$ cat src/rtl/load_cell_a2d.sv
// load_cell_a2d
// SPI master that polls an ADC128S-style 8-channel A2D converter. Each
// accepted `nxt` request runs two SPI frames on the next channel of a fixed
// round-robin (ch0, ch4, ch5, ch6). Frame 1 sends the channel command.
// Frame 2 clocks back the 12-bit result, which is written into the holding
// register of that channel.
//
// Ports:
//   clk        in   system clock
//   rst        in   asynchronous active-high reset
//   nxt        in   one-clk conversion request, dropped while busy
//   lft_ld     out  latest channel-0 result (left load cell)
//   rght_ld    out  latest channel-4 result (right load cell)
//   steer_pot  out  latest channel-5 result
//   batt       out  latest channel-6 result
//   cnv_cmplt  out  one-clk pulse when a holding register updates
//   SS_n       out  A2D slave select, active low
//   SCLK       out  SPI clock, idles high
//   MOSI       out  command data to the A2D
//   MISO       in   result data from the A2D
`timescale 1ns/1ps

module load_cell_a2d #(
    parameter int SCLK_DIV_W = 5
) (
    input  logic        clk,
    input  logic        rst,
    input  logic        nxt,
    output logic [11:0] lft_ld,
    output logic [11:0] rght_ld,
    output logic [11:0] steer_pot,
    output logic [11:0] batt,
    output logic        cnv_cmplt,
    output logic        SS_n,
    output logic        SCLK,
    output logic        MOSI,
    input  logic        MISO
);

    typedef enum logic [2:0] {IDLE, CMD, GAP, READ, DONE} state_t;

    // The divider is preset one clk before SS_n falls. Counting starts on the
    // same edge that drops SS_n, so the first SCLK fall comes a quarter
    // period after SS_n falls.
    localparam logic [SCLK_DIV_W-1:0] DIV_PRESET = {2'b10, {(SCLK_DIV_W-2){1'b1}}};
    localparam logic [SCLK_DIV_W-1:0] DIV_RISE   = {1'b0, {(SCLK_DIV_W-1){1'b1}}};
    localparam logic [SCLK_DIV_W-1:0] DIV_FALL   = {SCLK_DIV_W{1'b1}};

    state_t                state_q;
    logic [SCLK_DIV_W-1:0] sclkDiv_q;
    logic [15:0]           shiftReg_q;
    logic [4:0]            bitCnt_q;
    logic                  misoSmp_q;
    logic                  ssN_q;
    logic                  cnvCmplt_q;
    logic [1:0]            rr_q;
    logic [11:0]           lftLd_q;
    logic [11:0]           rghtLd_q;
    logic [11:0]           steerPot_q;
    logic [11:0]           batt_q;

    logic risePt;
    logic fallPt;

    // Command word for the channel selected by the round-robin index.
    function automatic logic [15:0] cmdWord(input logic [1:0] idx);
        logic [2:0] ch;
        case (idx)
            2'd0:    ch = 3'd0;
            2'd1:    ch = 3'd4;
            2'd2:    ch = 3'd5;
            default: ch = 3'd6;
        endcase
        return {2'b00, ch, 11'h000};
    endfunction

    // The divider value tells us which SCLK edge the next clk will produce.
    always_comb begin
        risePt = (sclkDiv_q == DIV_RISE);
        fallPt = (sclkDiv_q == DIV_FALL);
    end

    // Single sequential block: the conversion sequencer and the shared frame
    // engine. bitCnt_q counts fall points. The first fall point of a frame
    // only sets up the first bit. The 17th fall point shifts in the last
    // sample and ends the frame with SCLK frozen high.
    always_ff @(posedge clk or posedge rst) begin
        if (rst) begin
            state_q    <= IDLE;
            sclkDiv_q  <= DIV_PRESET;
            shiftReg_q <= 16'h0000;
            bitCnt_q   <= 5'd0;
            misoSmp_q  <= 1'b0;
            ssN_q      <= 1'b1;
            cnvCmplt_q <= 1'b0;
            rr_q       <= 2'd0;
            lftLd_q    <= 12'h000;
            rghtLd_q   <= 12'h000;
            steerPot_q <= 12'h000;
            batt_q     <= 12'h000;
        end else begin
            cnvCmplt_q <= 1'b0;
            case (state_q)
                IDLE: begin
                    if (nxt) begin
                        shiftReg_q <= cmdWord(rr_q);
                        sclkDiv_q  <= DIV_PRESET;
                        bitCnt_q   <= 5'd0;
                        state_q    <= CMD;
                    end
                end
                CMD, READ: begin
                    if (risePt) begin
                        misoSmp_q <= MISO;
                    end
                    if (fallPt && (bitCnt_q == 5'd16)) begin
                        shiftReg_q <= {shiftReg_q[14:0], misoSmp_q};
                        ssN_q      <= 1'b1;
                        state_q    <= (state_q == CMD) ? GAP : DONE;
                    end else begin
                        ssN_q     <= 1'b0;
                        sclkDiv_q <= sclkDiv_q + SCLK_DIV_W'(1);
                        if (fallPt) begin
                            bitCnt_q <= bitCnt_q + 5'd1;
                            if (bitCnt_q != 5'd0) begin
                                shiftReg_q <= {shiftReg_q[14:0], misoSmp_q};
                            end
                        end
                    end
                end
                GAP: begin
                    // SS_n stays high this clk and the previous one. Loading
                    // here lets SS_n drop on the next edge.
                    shiftReg_q <= 16'h0000;
                    sclkDiv_q  <= DIV_PRESET;
                    bitCnt_q   <= 5'd0;
                    state_q    <= READ;
                end
                DONE: begin
                    case (rr_q)
                        2'd0:    lftLd_q    <= shiftReg_q[11:0];
                        2'd1:    rghtLd_q   <= shiftReg_q[11:0];
                        2'd2:    steerPot_q <= shiftReg_q[11:0];
                        default: batt_q     <= shiftReg_q[11:0];
                    endcase
                    cnvCmplt_q <= 1'b1;
                    rr_q       <= rr_q + 2'd1;
                    state_q    <= IDLE;
                end
                default: state_q <= IDLE;
            endcase
        end
    end

    assign lft_ld    = lftLd_q;
    assign rght_ld   = rghtLd_q;
    assign steer_pot = steerPot_q;
    assign batt      = batt_q;
    assign cnv_cmplt = cnvCmplt_q;
    assign SS_n      = ssN_q;
    assign SCLK      = sclkDiv_q[SCLK_DIV_W-1];
    assign MOSI      = shiftReg_q[15];

endmodule

$ cat config.mk
export PLATFORM = sky130hd
export DESIGN_NAME = load_cell_a2d
export DESIGN_NICKNAME = d
export VERILOG_FILES = /design/src/rtl/load_cell_a2d.sv
export SDC_FILE = /design/constraint.sdc
export NUM_CORES = 1
export LEC_CHECK = 0
export BUFFER_PORTS_ARGS = -buffer_cell sky130_fd_sc_hd__buf_2
export CORE_UTILIZATION = 40
export DETAILED_ROUTE_END_ITERATION = 8
export PLACE_DENSITY = 0.56
export SLEW_MARGIN = 10
export SYNTH_ARGS = -nofsm -noshare
export SYNTH_HDL_FRONTEND = slang
export SYNTH_SLANG_ARGS = --single-unit
$ cat constraint.sdc
create_clock -name clk -period 3.3 [get_ports clk]
set_input_delay 0.66 -clock clk [delete_from_list [all_inputs] [get_ports clk]]
set_output_delay 0.66 -clock clk [all_outputs]
set_load 0.1 [all_outputs]
==> results by group <==
STA
  • Least-Margin Pin Slew: 1.07 ns
  • Minimum clock period: 2.36 ns
  • F_max: 424 MHz
  • RSZ-0062 raised after global routing: no
  • Setup total negative slack: 0 ns
  • Fin. Hold Viols: 0
  • Rel. slew slack: 0.288
  • Setup violators final: 0
  • Max Slew Vio Count: 0
  • Tcrit/Tclk final: 0.715
  • Clock skew: 0.0127 ns

Route
  • DR vias/cell: 5.17
  • Post-Route WL: 6.99 mm
  • Pre-Repair DR Iteration Count: 4
  • Initial drt markers: 130
  • WL per Instance: 16.1 um
  • Residual DRC: 0
  • Vias: 2249
  • Post-route ant nets: 0

Critical path
  • Max incr delay on CP: 0.57 ns
  • Req. time, crit path: 3.54 ns
  • Critical-path cell list: ha_1, and3_1, ha_1, nor2b_4, nor3_4, nand2_4, mux2_4
  • CP Capture Type: flip-flop
  • Critical path launch point type: flip-flop
  • Worst path buffer plus inverter count: 0
  • Slowest CP cell: dfstp_2
  • Worst Path Arrival: 2.60 ns
  • Worst setup startpoint: sclkDiv_q[0]$_DFFE_PP1P_
  • Most used cell along the critical path: ha_1
  • CP top delay family: simple AND/OR/NAND/NOR gates
  • Critical Setup Path Class: flip-flop to flip-flop
  • Reg2reg start: sclkDiv_q[0]$_DFFE_PP1P_
  • Peak fanout along the critical path: 14

Cells and area
  • Area taken by multi-input logic gates: 1360 sq um
  • Most common cell after layout, fill and taps aside: dfrtp_1
  • Final Cell Area: 4090 sq um
  • Final core utilization: 0.488
  • FF+latch area: 2060 sq um
  • Commonest non-fill, non-tap cells in the layout: dfrtp_1, buf_2, mux2_2, nand2_1
  • Antenna Cells: 0
  • Share of cells above drive strength 1: 0.436
  • FILL cells: 780
  • Area Overhead vs Synth: 15.5%
  • Final #Nets: 339

Clock network
  • CTS H-tree lvls: 3
  • Clock Tree Root: clkbuf_8
  • Worst-skew pair later-pin latency: 0.36 ns
  • Post-CTS Setup Bufs: 0
  • Max Root-Sink Buffers: 2
  • Clk pin slew, worst setup/hold paths: 0.08 ns
  • CTS Hold Bufs: 0
  • Inserted Clock Buffers: 9
  • CTS tree: done
  • TritonCTS sink count: 82
  • Post_cts resized: 0

Floorplan
  • Starting Density: 0.423
  • Die area: 9240 sq um
  • Core area: 8380 sq um
  • Site Rows: 33
  • Die Wd: 96.1 um
  • Io pins: 56
  • Die Y: 96.1 um

Power and ir drop
  • NetSw: 0.873 mW
  • P_leak: 2.23 nW
  • Comb power frac: 0.206
  • P_int: 1.69 mW
  • Net Sw Frac: 0.341
  • Clock Power Share: 0.268
  • Maximum VDD drop: 0.249 mV
  • Sequential power share: 0.527
  • Pwr/cell area: 626 nW/um^2

Synth
  • Ys async rst share: 1.00
  • Number of flops mapped to enable cells by yosys: 0
  • Mapped Cells: 266
  • Average cell area after synthesis: 13.3 sq um
  • Post-synthesis sequential area ratio: 0.581
  • Netlist cell types: 44
  • Ys Warns: 0
  • Mapped Nets: 280
  • Synthesized area: 3540 sq um
  • Post-synth top flop: dfrtp_1
  • Yosys reg bits: 82

Job
  • Max cap viols: 0

Global route
  • Grt ovf: 0
  • Vias in the first global route: 2118
  • Antenna violations before repair: 0
  • Met3 GRT Util: 0.0442
  • Gr busiest metal: met1
  • Total track usage: 0.168
  • First-pass GRT wire length: 11.2 mm
  • GRT met2 Usage: 0.225
  • Largest net degree at the start of global routing: 62
  • Met1 Usage GRT: 0.245

Place
  • Area after DPL: 3900 sq um
  • GP Congestion: 0.767
  • Port bufs: 55
  • DP HPWL: 4.59 mm

Min path
  • Min-Delay Path Class: flip-flop to flip-flop
  • HP Start: SS_n$_DFFE_PP1N_

Status
  • Status: finished, final reports clean
[layer usage]
metal	share of wire	wire, um	up-vias
li1	-	-	1045
met1	0.50	3490	1113
met2	0.42	2910	78
met3	0.058	403	13
met4	0.027	189	0
met5	0	0	-
[through the flow]
| stage | cells | hold slack (ns) | power [mW] | worst slack, ns |
|---|---|---|---|---|
| after floorplan | 266 | 0.479 | 1.75 | 0.540 |
| after global placement | 419 | 0.448 | 1.88 | 1.04 |
| after detailed placement | 419 | 0.448 | 1.90 | 0.982 |
| after CTS | 435 | 0.461 | 2.60 | 0.969 |
| after global routing | 435 | 0.496 | 2.73 | 0.816 |
| final | 435 | 0.459 | 2.56 | 0.940 |
[final timing paths]
check	end	slack [ns]	depth (start not counted)
worst min register to register	SS_n$_DFFE_PP1N_	0.46	2
worst max register to register	shiftReg_q[13]$_DFFE_PP0P_	0.94	7
worst min-delay path	SS_n$_DFFE_PP1N_	0.46	2
max in group asynchronous	lft_ld[10]$_DFFE_PP0P_	2.02	3
min in group asynchronous	lft_ld[0]$_DFFE_PP0P_	0.51	2
worst max-delay path	shiftReg_q[13]$_DFFE_PP0P_	0.94	7
[power groups by stage]
stage,combinational [mW],sequential [mW],clock (mW)
after floorplan,0.360,1.39,0
after global placement,0.515,1.37,0
after detailed placement,0.531,1.37,0
after CTS,0.531,1.35,0.718
after global routing,0.585,1.38,0.768
final,0.527,1.35,0.687
[kinds of logic after synthesis]
| family | share of synthesized area |
|---|---|
| and+or+nand+nor | 0.0964 |
| adders and majority gates | 0.0353 |
| DFF | 0.581 |
| xor gates and xnor gates | 0.00989 |
| AOI/OAI and AO/OA | 0.0409 |
| muxes | 0.201 |
| buffers and inverters | 0.0360 |
[Yosys cell counts, drive strengths merged (4+ instances only)]
| master | n | area share |
|---|---|---|
| mux2 | 56 | 0.18 |
| nor2 | 14 | 0.015 |
| and3 | 7 | 0.012 |
| dfrtp | 77 | 0.54 |
| ha | 10 | 0.035 |
| mux2i | 7 | 0.020 |
| dfstp | 5 | 0.037 |
| nand2 | 16 | 0.019 |
| inv | 15 | 0.016 |
| a21oi | 4 | 0.0056 |
| a31oi | 6 | 0.011 |
| buf | 8 | 0.018 |
[flip-flops by register name, indices dropped and copies added, names as in the netlist]
register	cells
batt	12
bitCnt_q	5
SS_n	1
sclkDiv_q	5
state_q	3
cnv_cmplt	1
rr_q	2
misoSmp_q	1
shiftReg_q	16
lft_ld	12
steer_pot	12
rght_ld	12
[worst min-delay path, stage by stage (launching register included)]
cell	delay, ns
dfstp_2	0.37
nand2_1	0.05
nand2_1	0.04
[layout make-up]
cell class                      instances  share of cell area
Sequential cell                        82               0.503
Multi-Input combinational cell        159               0.332
Timing Repair Buffer                   58              0.0728
Clock buffer                           10              0.0336
Tap cell                              105              0.0321
Inverter                               15              0.0141
Clock inverter                          6              0.0125
(Power assumes the default switching activity.)
